===== src/rtl/output_queue_scheduler.sv =====
// ============================================================================
// Module  : output_queue_scheduler
// Brief   : Per-port linked-list queues over the shared cell buffer, with a
//           round-robin read scheduler that follows each cell's next pointer.
// Revision: 1.0 - initial release
// ============================================================================
`default_nettype none

module output_queue_scheduler #(
    parameter int nbrOfPorts     = 4,
    parameter int parrallelWidth = 512,
    parameter int addresses      = 32,
    parameter int addressWidth   = $clog2(addresses),
    parameter int countWidth     = $clog2(addresses + 1)
) (
    input  logic                               clk,
    input  logic                               rstn,
    input  logic                               enqValid,
    input  logic [addressWidth-1:0]            enqAddress,
    input  logic [$clog2(nbrOfPorts)-1:0]      enqPort,
    input  logic [nbrOfPorts-1:0]              portReady,
    output logic [addressWidth-1:0]            readAddress,
    output logic                               readEnable,
    output logic [$clog2(nbrOfPorts)-1:0]      readPort,
    input  logic [parrallelWidth-1:0]          readData,
    input  logic [addressWidth-1:0]            nextReadPtr,
    output logic                               cellValid,
    output logic [$clog2(nbrOfPorts)-1:0]      cellPort,
    output logic [parrallelWidth-1:0]          cellData,
    output logic [nbrOfPorts*countWidth-1:0]   queueCount
);

    localparam int c_PW = $clog2(nbrOfPorts);

    logic [addressWidth-1:0] r_head  [nbrOfPorts];
    logic [countWidth-1:0]   r_count [nbrOfPorts];
    logic [nbrOfPorts-1:0]   r_in_flight;
    logic [nbrOfPorts-1:0]   r_last_cell;
    logic [c_PW-1:0]         r_rr_ptr;
    logic                    r_cmp_valid;
    logic [c_PW-1:0]         r_cmp_port;

    logic [nbrOfPorts-1:0]   w_enq_hit;
    logic [nbrOfPorts-1:0]   w_cmp_hit;
    logic [nbrOfPorts-1:0]   w_inc;
    logic [nbrOfPorts-1:0]   w_eligible;
    logic                    w_grant_valid;
    logic [c_PW-1:0]         w_grant;
    logic [c_PW:0]           w_sum;
    logic [c_PW-1:0]         w_idx;
    logic [c_PW-1:0]         w_rr_next;

    // A single-cell queue being appended to this cycle is held back so its
    // tail is never read while the buffer is still writing its link.
    always_comb begin
        w_enq_hit  = '0;
        w_cmp_hit  = '0;
        w_inc      = '0;
        w_eligible = '0;
        for (int p = 0; p < nbrOfPorts; p++) begin
            w_enq_hit[p]  = enqValid && (enqPort == c_PW'(p));
            w_cmp_hit[p]  = r_cmp_valid && (r_cmp_port == c_PW'(p));
            w_inc[p]      = w_enq_hit[p] && (r_count[p] != countWidth'(addresses));
            w_eligible[p] = (r_count[p] != '0) && !r_in_flight[p] && portReady[p]
                            && !((r_count[p] == countWidth'(1)) && w_enq_hit[p]);
        end
    end

    always_comb begin
        w_grant_valid = 1'b0;
        w_grant       = '0;
        w_sum         = '0;
        w_idx         = '0;
        for (int i = 0; i < nbrOfPorts; i++) begin
            w_sum = {1'b0, r_rr_ptr} + (c_PW+1)'(i);
            if (w_sum >= (c_PW+1)'(nbrOfPorts)) begin
                w_sum = w_sum - (c_PW+1)'(nbrOfPorts);
            end
            w_idx = w_sum[c_PW-1:0];
            if (!w_grant_valid && w_eligible[w_idx]) begin
                w_grant_valid = 1'b1;
                w_grant       = w_idx;
            end
        end
    end

    assign w_rr_next   = (w_grant == c_PW'(nbrOfPorts - 1)) ? '0 : w_grant + c_PW'(1);

    assign readEnable  = w_grant_valid;
    assign readAddress = w_grant_valid ? r_head[w_grant] : '0;
    assign readPort    = w_grant_valid ? w_grant : '0;

    assign cellValid   = r_cmp_valid;
    assign cellPort    = r_cmp_port;
    assign cellData    = r_cmp_valid ? readData : '0;

    always_ff @(posedge clk or negedge rstn) begin
        if (!rstn) begin
            r_rr_ptr    <= '0;
            r_cmp_valid <= 1'b0;
            r_cmp_port  <= '0;
        end else begin
            r_cmp_valid <= w_grant_valid;
            if (w_grant_valid) begin
                r_cmp_port <= w_grant;
                r_rr_ptr   <= w_rr_next;
            end
        end
    end

    // A completing last cell frees the head, so a same-cycle enqueue refills it.
    always_ff @(posedge clk or negedge rstn) begin
        if (!rstn) begin
            for (int p = 0; p < nbrOfPorts; p++) begin
                r_head[p]  <= '0;
                r_count[p] <= '0;
            end
            r_in_flight <= '0;
            r_last_cell <= '0;
        end else begin
            for (int p = 0; p < nbrOfPorts; p++) begin
                if (w_grant_valid && (w_grant == c_PW'(p))) begin
                    r_in_flight[p] <= 1'b1;
                    r_last_cell[p] <= (r_count[p] == countWidth'(1));
                end else if (w_cmp_hit[p]) begin
                    r_in_flight[p] <= 1'b0;
                end
                r_count[p] <= r_count[p] + countWidth'(w_inc[p]) - countWidth'(w_cmp_hit[p]);
                if (w_cmp_hit[p] && !r_last_cell[p]) begin
                    r_head[p] <= nextReadPtr;
                end else if (w_enq_hit[p] && ((r_count[p] == '0) || w_cmp_hit[p])) begin
                    r_head[p] <= enqAddress;
                end
            end
        end
    end

    generate
        for (genvar p = 0; p < nbrOfPorts; p++) begin : g_count_out
            assign queueCount[p*countWidth +: countWidth] = r_count[p];
        end
    endgenerate

    a_no_overflow : assert property (@(posedge clk) disable iff (!rstn)
        !(enqValid && (r_count[enqPort] == countWidth'(addresses))));

endmodule

`default_nettype wire


===== config.mk =====
export PLATFORM = sky130hd
export DESIGN_NAME = output_queue_scheduler
export DESIGN_NICKNAME = d
export VERILOG_FILES = /design/src/rtl/output_queue_scheduler.sv
export SDC_FILE = /design/constraint.sdc
export NUM_CORES = 1
export LEC_CHECK = 0
export BUFFER_PORTS_ARGS = -buffer_cell sky130_fd_sc_hd__buf_2
export CORE_AREA = 2 2 420 422
export DETAILED_ROUTE_END_ITERATION = 6
export DIE_AREA = 0 0 422 424
export PLACE_DENSITY = 0.3
export SLEW_MARGIN = 15
export SYNTH_ARGS = -nofsm -noshare
export SYNTH_HDL_FRONTEND = slang
export SYNTH_SLANG_ARGS = --single-unit

===== constraint.sdc =====
create_clock -name clk -period 3 [get_ports clk]
set_input_delay 0.3 -clock clk [delete_from_list [all_inputs] [get_ports clk]]
set_output_delay 0.3 -clock clk [all_outputs]
set_load 0.03 [all_outputs]

### Word-level counts from Yosys, hierarchy flattened

Index checks and enable logic that the tools add are counted.

| storage, ports and cells | value |
|---|---|
| register bits | 57 |
| output and inout bits | 547 |
| word-level logic and storage cells | 186 |

| operators by class | value |
|---|---|
| add/sub/neg operators | 16 |
| order comparisons | 9 |
| equality and inequality tests | 17 |
| multiplexer cells | 43 |
| bitwise logic cells | 1 |
| reductions and logical operators | 81 |

Operator list:

| kind | count |
|---|---|
| $mux 512 | 1 |
| $mux 5 | 11 |
| $logic_and 1x1->1 | 43 |
| $add 6x1->6 | 4 |
| $eq 6x1->1 const B | 4 |
| $logic_not 6->1 | 4 |
| $ne 6x6->1 const B | 4 |
| $reduce_bool 6->1 | 4 |
| $sub 6x1->6 | 4 |
| $mux 2 | 10 |
| $mux 1 | 16 |
| $reduce_bool 2->1 | 8 |
| $logic_not 1->1 | 15 |
| $eq 2x2->1 const B | 6 |
| $ge 3x3->1 const B | 4 |
| $lt 2x3->1 const B | 4 |
| $bmux 5 s2 | 1 |
| $bmux 1 s2 | 4 |
| $sub 2x1->2 const B | 4 |
| $add 2x2->3 const B | 2 |
| $eq 2x1->1 const B | 3 |
| $logic_not 2->1 | 3 |
| $logic_or 1x1->1 | 4 |
| $add 2x1->3 const B | 1 |
| 3 further kinds | 3 |

### Longest topological paths before layout

| logic depth | value |
|---|---|
| word-level depth | 22 |
| mapped depth | 14 |

### Worst setup path after synthesis

No wires, ideal clock.

| timing path | value |
|---|---|
| kind | register -> output |
| start | register r_count, in the netlist queueCount[2] |
| end | output readAddress[0] |
| data arrival time | 2.694 ns |
| required time | 2.700 ns |
| path slack | 0.006 ns |
| stages on the path, launching flop included | 9 |
| path through | dfrtp_1 inv_1 ha_1 and4b_1 a2111oi_4 mux2i_1 o221ai_2 nand2_1 o22ai_1 |

| on the way | value |
|---|---|
| word-level cells in the longest chain between the ends | 21 |
| elaborated cells on any way between the ends | 34 |
| classes of those cells | eq/ne (1); mux (20); bitwise (1); reduce/logical (12) |

Ends and longest elaborated chain:

| element | line | text |
|---|---|---|
| start, declared | 36 | `logic [countWidth-1:0] r_count [nbrOfPorts];` |
| start signal, assigned by index | 128 | `r_count[p] <= r_count[p] + countWidth'(w_inc[p]) - countWidth'(w_cmp_hit[p]);` |
| $eq 6x1->1 / $reduce_bool 6->1 (equally long branches) | 65, 64 |  |
| $logic_and 1x1->1, on equally long branches | 65, 64 |  |
| $logic_not 1->1 / $logic_and 1x1->1 (equally long branches) | 65, 64 |  |
| $logic_and 1x1->1 * | 65 | `&& !((r_count[p] == countWidth'(1)) && w_enq_hit[p]);` |
| $bmux 1 s2 | 80 | `if (!w_grant_valid && w_eligible[w_idx]) begin` |
| $mux 1 (implied by the code) | 80 |  |
| $mux 1 | 80 |  |
| $logic_not 1->1 | 80 |  |
| [... 4 more ...] | - |  |
| $mux 1 | 80 |  |
| $logic_not 1->1 | 80 |  |
| $logic_and 1x1->1 | 80 |  |
| $mux 2 | 80 |  |
| $not 2->3 (implied by the code) | 90 | `assign readAddress = w_grant_valid ? r_head[w_grant] : '0;` |
| $bmux 5 s2 | 90 |  |
| $mux 5 (implied by the code) (2 in a row) | 90 |  |
| $mux 5 * | 90 |  |
| end, declared | 22 | `output logic [addressWidth-1:0] readAddress,` |

Mark *: on every way between the ends. The rest lies on a longest branch, timed or not. The select of a mux whose other input is x is not followed.

### Worst setup path in the final report

| timing path | value |
|---|---|
| start | register r_count, in the netlist queueCount[3] |
| end | output readAddress[4] |

Same word-level chain as after synthesis.

==> impl_summary.md <==
Outcome
The run finished, with violations left. The checks that failed: negative hold slack, negative setup slack.

Timing
The clock period minus final worst setup slack is 3.02 ns. Clock skew on the completed layout was measured at 0.0134 ns. The post-layout worst setup margin is -0.0197 ns.

For the final routed database, the setup TNS stands at -0.0384 ns. Static timing analysis puts the maximum clock frequency at around 330 MHz. Setup repair after global routing could not meet its margin everywhere.

Headroom to the max-slew limit came out at 42.3%. Setup violations remaining at the end of the flow were counted as 4. Dividing the final minimum period by the clock period gives 101%.

The transition time of the tightest slew-check pin is roughly 0.87 ns. The final count of hold timing violations is 4. The final-layout worst hold slack is -0.000661 ns. The final number of max-transition violations is 0.

Drt
The iteration count of the initial detailed-routing pass is 4. The final route contains 12.0k vias. The routed design has 137000 um of wire.

In the routed design, unresolved DRC markers number 0. The count of nets left with antenna violations once routing finished came out at 0. After detailed routing, the number of vias per cell comes to 2.73. The number of violations reported at the end of detailed-routing iteration 0 is 520.

In the final routed layout, each cell accounts on average for 31.1 um.

Worst hold path
The worst min-delay path category is input port to async pin.

GRT
The first global-routing pass estimated between 150000 and 200000 um of wire. The number of antenna violations at the first check in global routing is 290. The number of global-route vias before repair is 11.0k.

Summed over all layers, the global routing overflow is 0. The maximum number of pins on one net before global-route repair is 177. Global routing used 14.6% of the available tracks across all layers.

Clock tree
The clock insertion delay at the later pin of the skew report is 0.36 ns. The number of clock buffers added by TritonCTS is 9. The clock sink count is 57.

The number of hold buffers added after CTS was 0. The clock tree from TritonCTS is done. The number of buffers on the longest clock path is 2.

The clock tree root buffer cell is sky130_fd_sc_hd__clkbuf_16. Clock-pin slew was measured on the worst setup and hold paths at ~0.06 ns. The clock tree synthesis step divided the H-tree into 3 levels.

Setup path
The worst setup path category is flop to primary output. The worst setup path startpoint is queueCount[3]. The worst setup path is captured at a primary output. The biggest fanout along the worst timing path is 6. The number of cells on the critical path is 12. The cell family with the largest share of critical-path delay is buffers and inverters. The largest individual stage delay along the critical path comes from the cell sky130_fd_sc_hd__dfrtp_1.

Walking the worst path, the cells encountered are inv_1, ha_2, and4b_2, a2111oi_4, buf_4, a21oi_4, o211ai_4, buf_6, buf_12, mux2i_2, o22ai_2, buf_6. The type of element launching the critical path is a flop. The critical path contains buffers and inverters numbering 5 combined. The most numerous cell type found on the critical path is sky130_fd_sc_hd__buf_6. The largest stage delay on the critical path is 0.34 ns. The worst register-to-register path begins at queueCount[3]. The path depth of the worst reg2reg path is 13. Data arrives at the worst endpoint at around 2.7 ns.

The required time of the critical path is 2.70 ns. The setup check on the worst reg-to-reg path leaves a slack of about 0.23 ns. The endpoint identified for the worst register-to-register timing path is r_last_cell[1].

Synthesis
In this run the cell area of the synthesized design comes to 0.00699 mm2. The simple-gate area share of the yosys netlist is 50.8%. The post-synthesis sequential element count is 57. In the synthesized netlist the dominant register cell turns out to be sky130_fd_sc_hd__dfrtp_1. When the netlist entered floorplanning its net count stood at 1497.

The synthesized netlist devotes between 7 and 8% of its cell area to compound gates. After synthesis, the largest family of logic cells by area is simple AND/OR/NAND/NOR gates. The count of distinct cell types in the synthesized netlist is 42. Of the synthesized area, sequential elements account for between 20 and 25%. Counting flops with an async set or reset pin after synthesis yields a share of 100%. Synthesis handed over a netlist of 922 instances. For this run, the number of Yosys warnings is 0. The post-synthesis share of cell area spent on xor and xnor gates is 2.01%. The mux cell area share after synthesis is 4.93%. The adder-cell share of the synthesized area is 8.31%.

Each instance of the synthesized netlist takes up on average 7.58 um2. The number of synthesized flops with an enable pin is 0.

Power and ir drop
The leakage power summed over all cells is 0.00802 uW. Registers are responsible for under 10% of the overall power. The analysis attributes to net switching a power of between 10000 and 15000 uW.

The power density over the cells is 1050 mW/mm2. VDD sags by at most 0.000329 V. The relative contribution of combinational cells to total power is 83.9%.

Internal power comes to 6130 uW. In this run switching power makes up approximately 64% of total power. Per report_power, the clock group accounts for about 6.6% of the total.

Layout
The layout-stage area growth over the synthesis result is 130%. For this run, the post-layout net count is 2564. The fraction of layout instances using a drive strength above 1 is 58.6%. The post-route cell area is 0.0161 mm2.

Die
The die is 424 um tall. The die covers approximately 0.18 mm2. The number of placement rows is 154.

The number of top-level design ports is ~1.1k. The effective utilization at floorplan is under 10%. The core box area is approximately 0.17 mm2.

The horizontal die dimension is around 420 um.

Place
The placed instances occupy a cell area of ~0.015 mm2. In this run the tool buffered the top-level ports with 1077 buffer cells. At the end of routability-driven placement, the weighted congestion stood at 0.891. After legalization and detailed placement, the total HPWL measured 128000 um.

Job
Across the run, the number of max-cap violations was 0.
==> per-stage QoR <==
stage | util [%] | power, uW | setup WS (ns) | cells | hold WS, ns
final | 9.20 | 16800 | -0.0197 | 4396 | -0.000661
after global routing | 9.15 | 18000 | -0.150 | 4362 | 0.0457
after CTS | 9.05 | 17400 | -0.0608 | 4328 | 0.00990
after detailed placement | 8.71 | 15700 | 0.0776 | 4294 | 0.405
after global placement | 8.71 | 15700 | 0.143 | 4294 | 0.414
after floorplan | - | 9640 | 0.00597 | 922 | 0.00441
==> logic make-up after synthesis <==
logic type	count (synthesis)
flops	57
simple gates	583
compound gates	73
fa+ha+maj	44
mux	34
buf+inv	115
xor+xnor	16
==> worst max-delay path by stage <==
stage	to	slack [ns]
after floorplan	readAddress[0]	0.006
after global placement	readAddress[4]	0.14
after detailed placement	readAddress[4]	0.08
after CTS	readAddress[2]	-0.06
after global routing	readAddress[4]	-0.15
final	readAddress[4]	-0.02
==> cells in the mapped netlist, types with 3 or more instances <==
master | count | area (um2)
sky130_fd_sc_hd__fa_1 | 4 | 80.1
sky130_fd_sc_hd__and2_1 | 512 | 3200
sky130_fd_sc_hd__nand2_1 | 18 | 67.6
sky130_fd_sc_hd__xnor2_1 | 7 | 61.3
sky130_fd_sc_hd__mux2i_1 | 31 | 310
sky130_fd_sc_hd__inv_1 | 53 | 199
sky130_fd_sc_hd__a21o_1 | 5 | 37.5
sky130_fd_sc_hd__a21oi_1 | 29 | 145
sky130_fd_sc_hd__mux2_2 | 3 | 33.8
sky130_fd_sc_hd__clkbuf_1 | 59 | 221
sky130_fd_sc_hd__xor2_1 | 9 | 78.8
sky130_fd_sc_hd__nand3b_1 | 3 | 22.5
sky130_fd_sc_hd__o21bai_1 | 4 | 30.0
sky130_fd_sc_hd__ha_1 | 40 | 500
sky130_fd_sc_hd__nand3_1 | 6 | 30.0
sky130_fd_sc_hd__o21ai_0 | 12 | 60.1
sky130_fd_sc_hd__and3b_1 | 4 | 35.0
sky130_fd_sc_hd__nor2_1 | 30 | 113
sky130_fd_sc_hd__o22ai_1 | 6 | 37.5
sky130_fd_sc_hd__dfrtp_1 | 57 | 1430
==> worst reg2reg max path, delay by kind of cell (launching register included) <==
kind	cells	cell delay [ns]
buf+inv	5	0.62
flops	1	0.34
mux	2	0.40
fa+ha+maj	2	0.38
simple gates	2	0.36
compound gates	2	0.56
==> state kept, by name, indices dropped and copies added, names as in the netlist <==
name	cells
r_in_flight	4
cellPort	2
r_rr_ptr	2
queueCount	24
cellValid	1
r_head	20
r_last_cell	4
==> area by class of cell <==
cell class / instances / area [um2]
Fill cell: 20900 / 159000
Timing Repair Buffer: 1118 / 5800
Multi-Input combinational cell: 750 / 5270
Tap cell: 2340 / 2930
Sequential cell: 57 / 1430
Clock buffer: 11 / 233
Inverter: 53 / 199
Antenna cell: 63 / 158
Clock inverter: 4 / 70.1
==> layer usage <==
| layer | track usage [%] | vias to the layer above | wire length (um) |
|---|---|---|---|
| met5 | 0 | - | 1470 |
| met4 | 1.80 | 230 | 2500 |
| met3 | 10.8 | 395 | 21100 |
| met2 | 27.0 | 849 | 70100 |
| met1 | 12.9 | 5426 | 41400 |
| li1 | - | 5109 | - |
==> repair_timing <==
item / 4_1_cts / 5_1_grt
endpoints found under the hold margin: 0 / 0
pin swaps: 6 / 4
gates cloned: 1 / 0
buffers inserted: 19 / 6
gates resized for setup: 33 / 14
setup endpoints to repair: 5 / 7
==> cells in the final DEF (no fill, tap or decap), types with 5 or more instances in the layout <==
cell	count
sky130_fd_sc_hd__nand2_1	16
sky130_fd_sc_hd__mux2i_1	28
sky130_fd_sc_hd__inv_1	46
sky130_fd_sc_hd__nor2_1	30
sky130_fd_sc_hd__xor2_1	9
sky130_fd_sc_hd__xnor2_1	7
sky130_fd_sc_hd__buf_2	1071
sky130_fd_sc_hd__clkbuf_16	9
sky130_fd_sc_hd__and2_1	512
sky130_fd_sc_hd__nand3_1	6
sky130_fd_sc_hd__o22ai_1	5
sky130_fd_sc_hd__a21oi_1	28
sky130_fd_sc_hd__diode_2	63
sky130_fd_sc_hd__a21o_1	5
sky130_fd_sc_hd__dfrtp_1	55
sky130_fd_sc_hd__inv_2	7
sky130_fd_sc_hd__buf_4	37
sky130_fd_sc_hd__o21ai_0	12
sky130_fd_sc_hd__ha_1	35
==> power by group through the flow <==
stage	sequential (uW)	combinational, uW	clock (uW)
floorplan	1830	7810	0
global placement	1590	14100	0
detailed placement	1580	14100	0
CTS	1590	14700	1170
global route	1660	15200	1180
finish	1590	14100	1120
(Power assumes the default switching activity.)
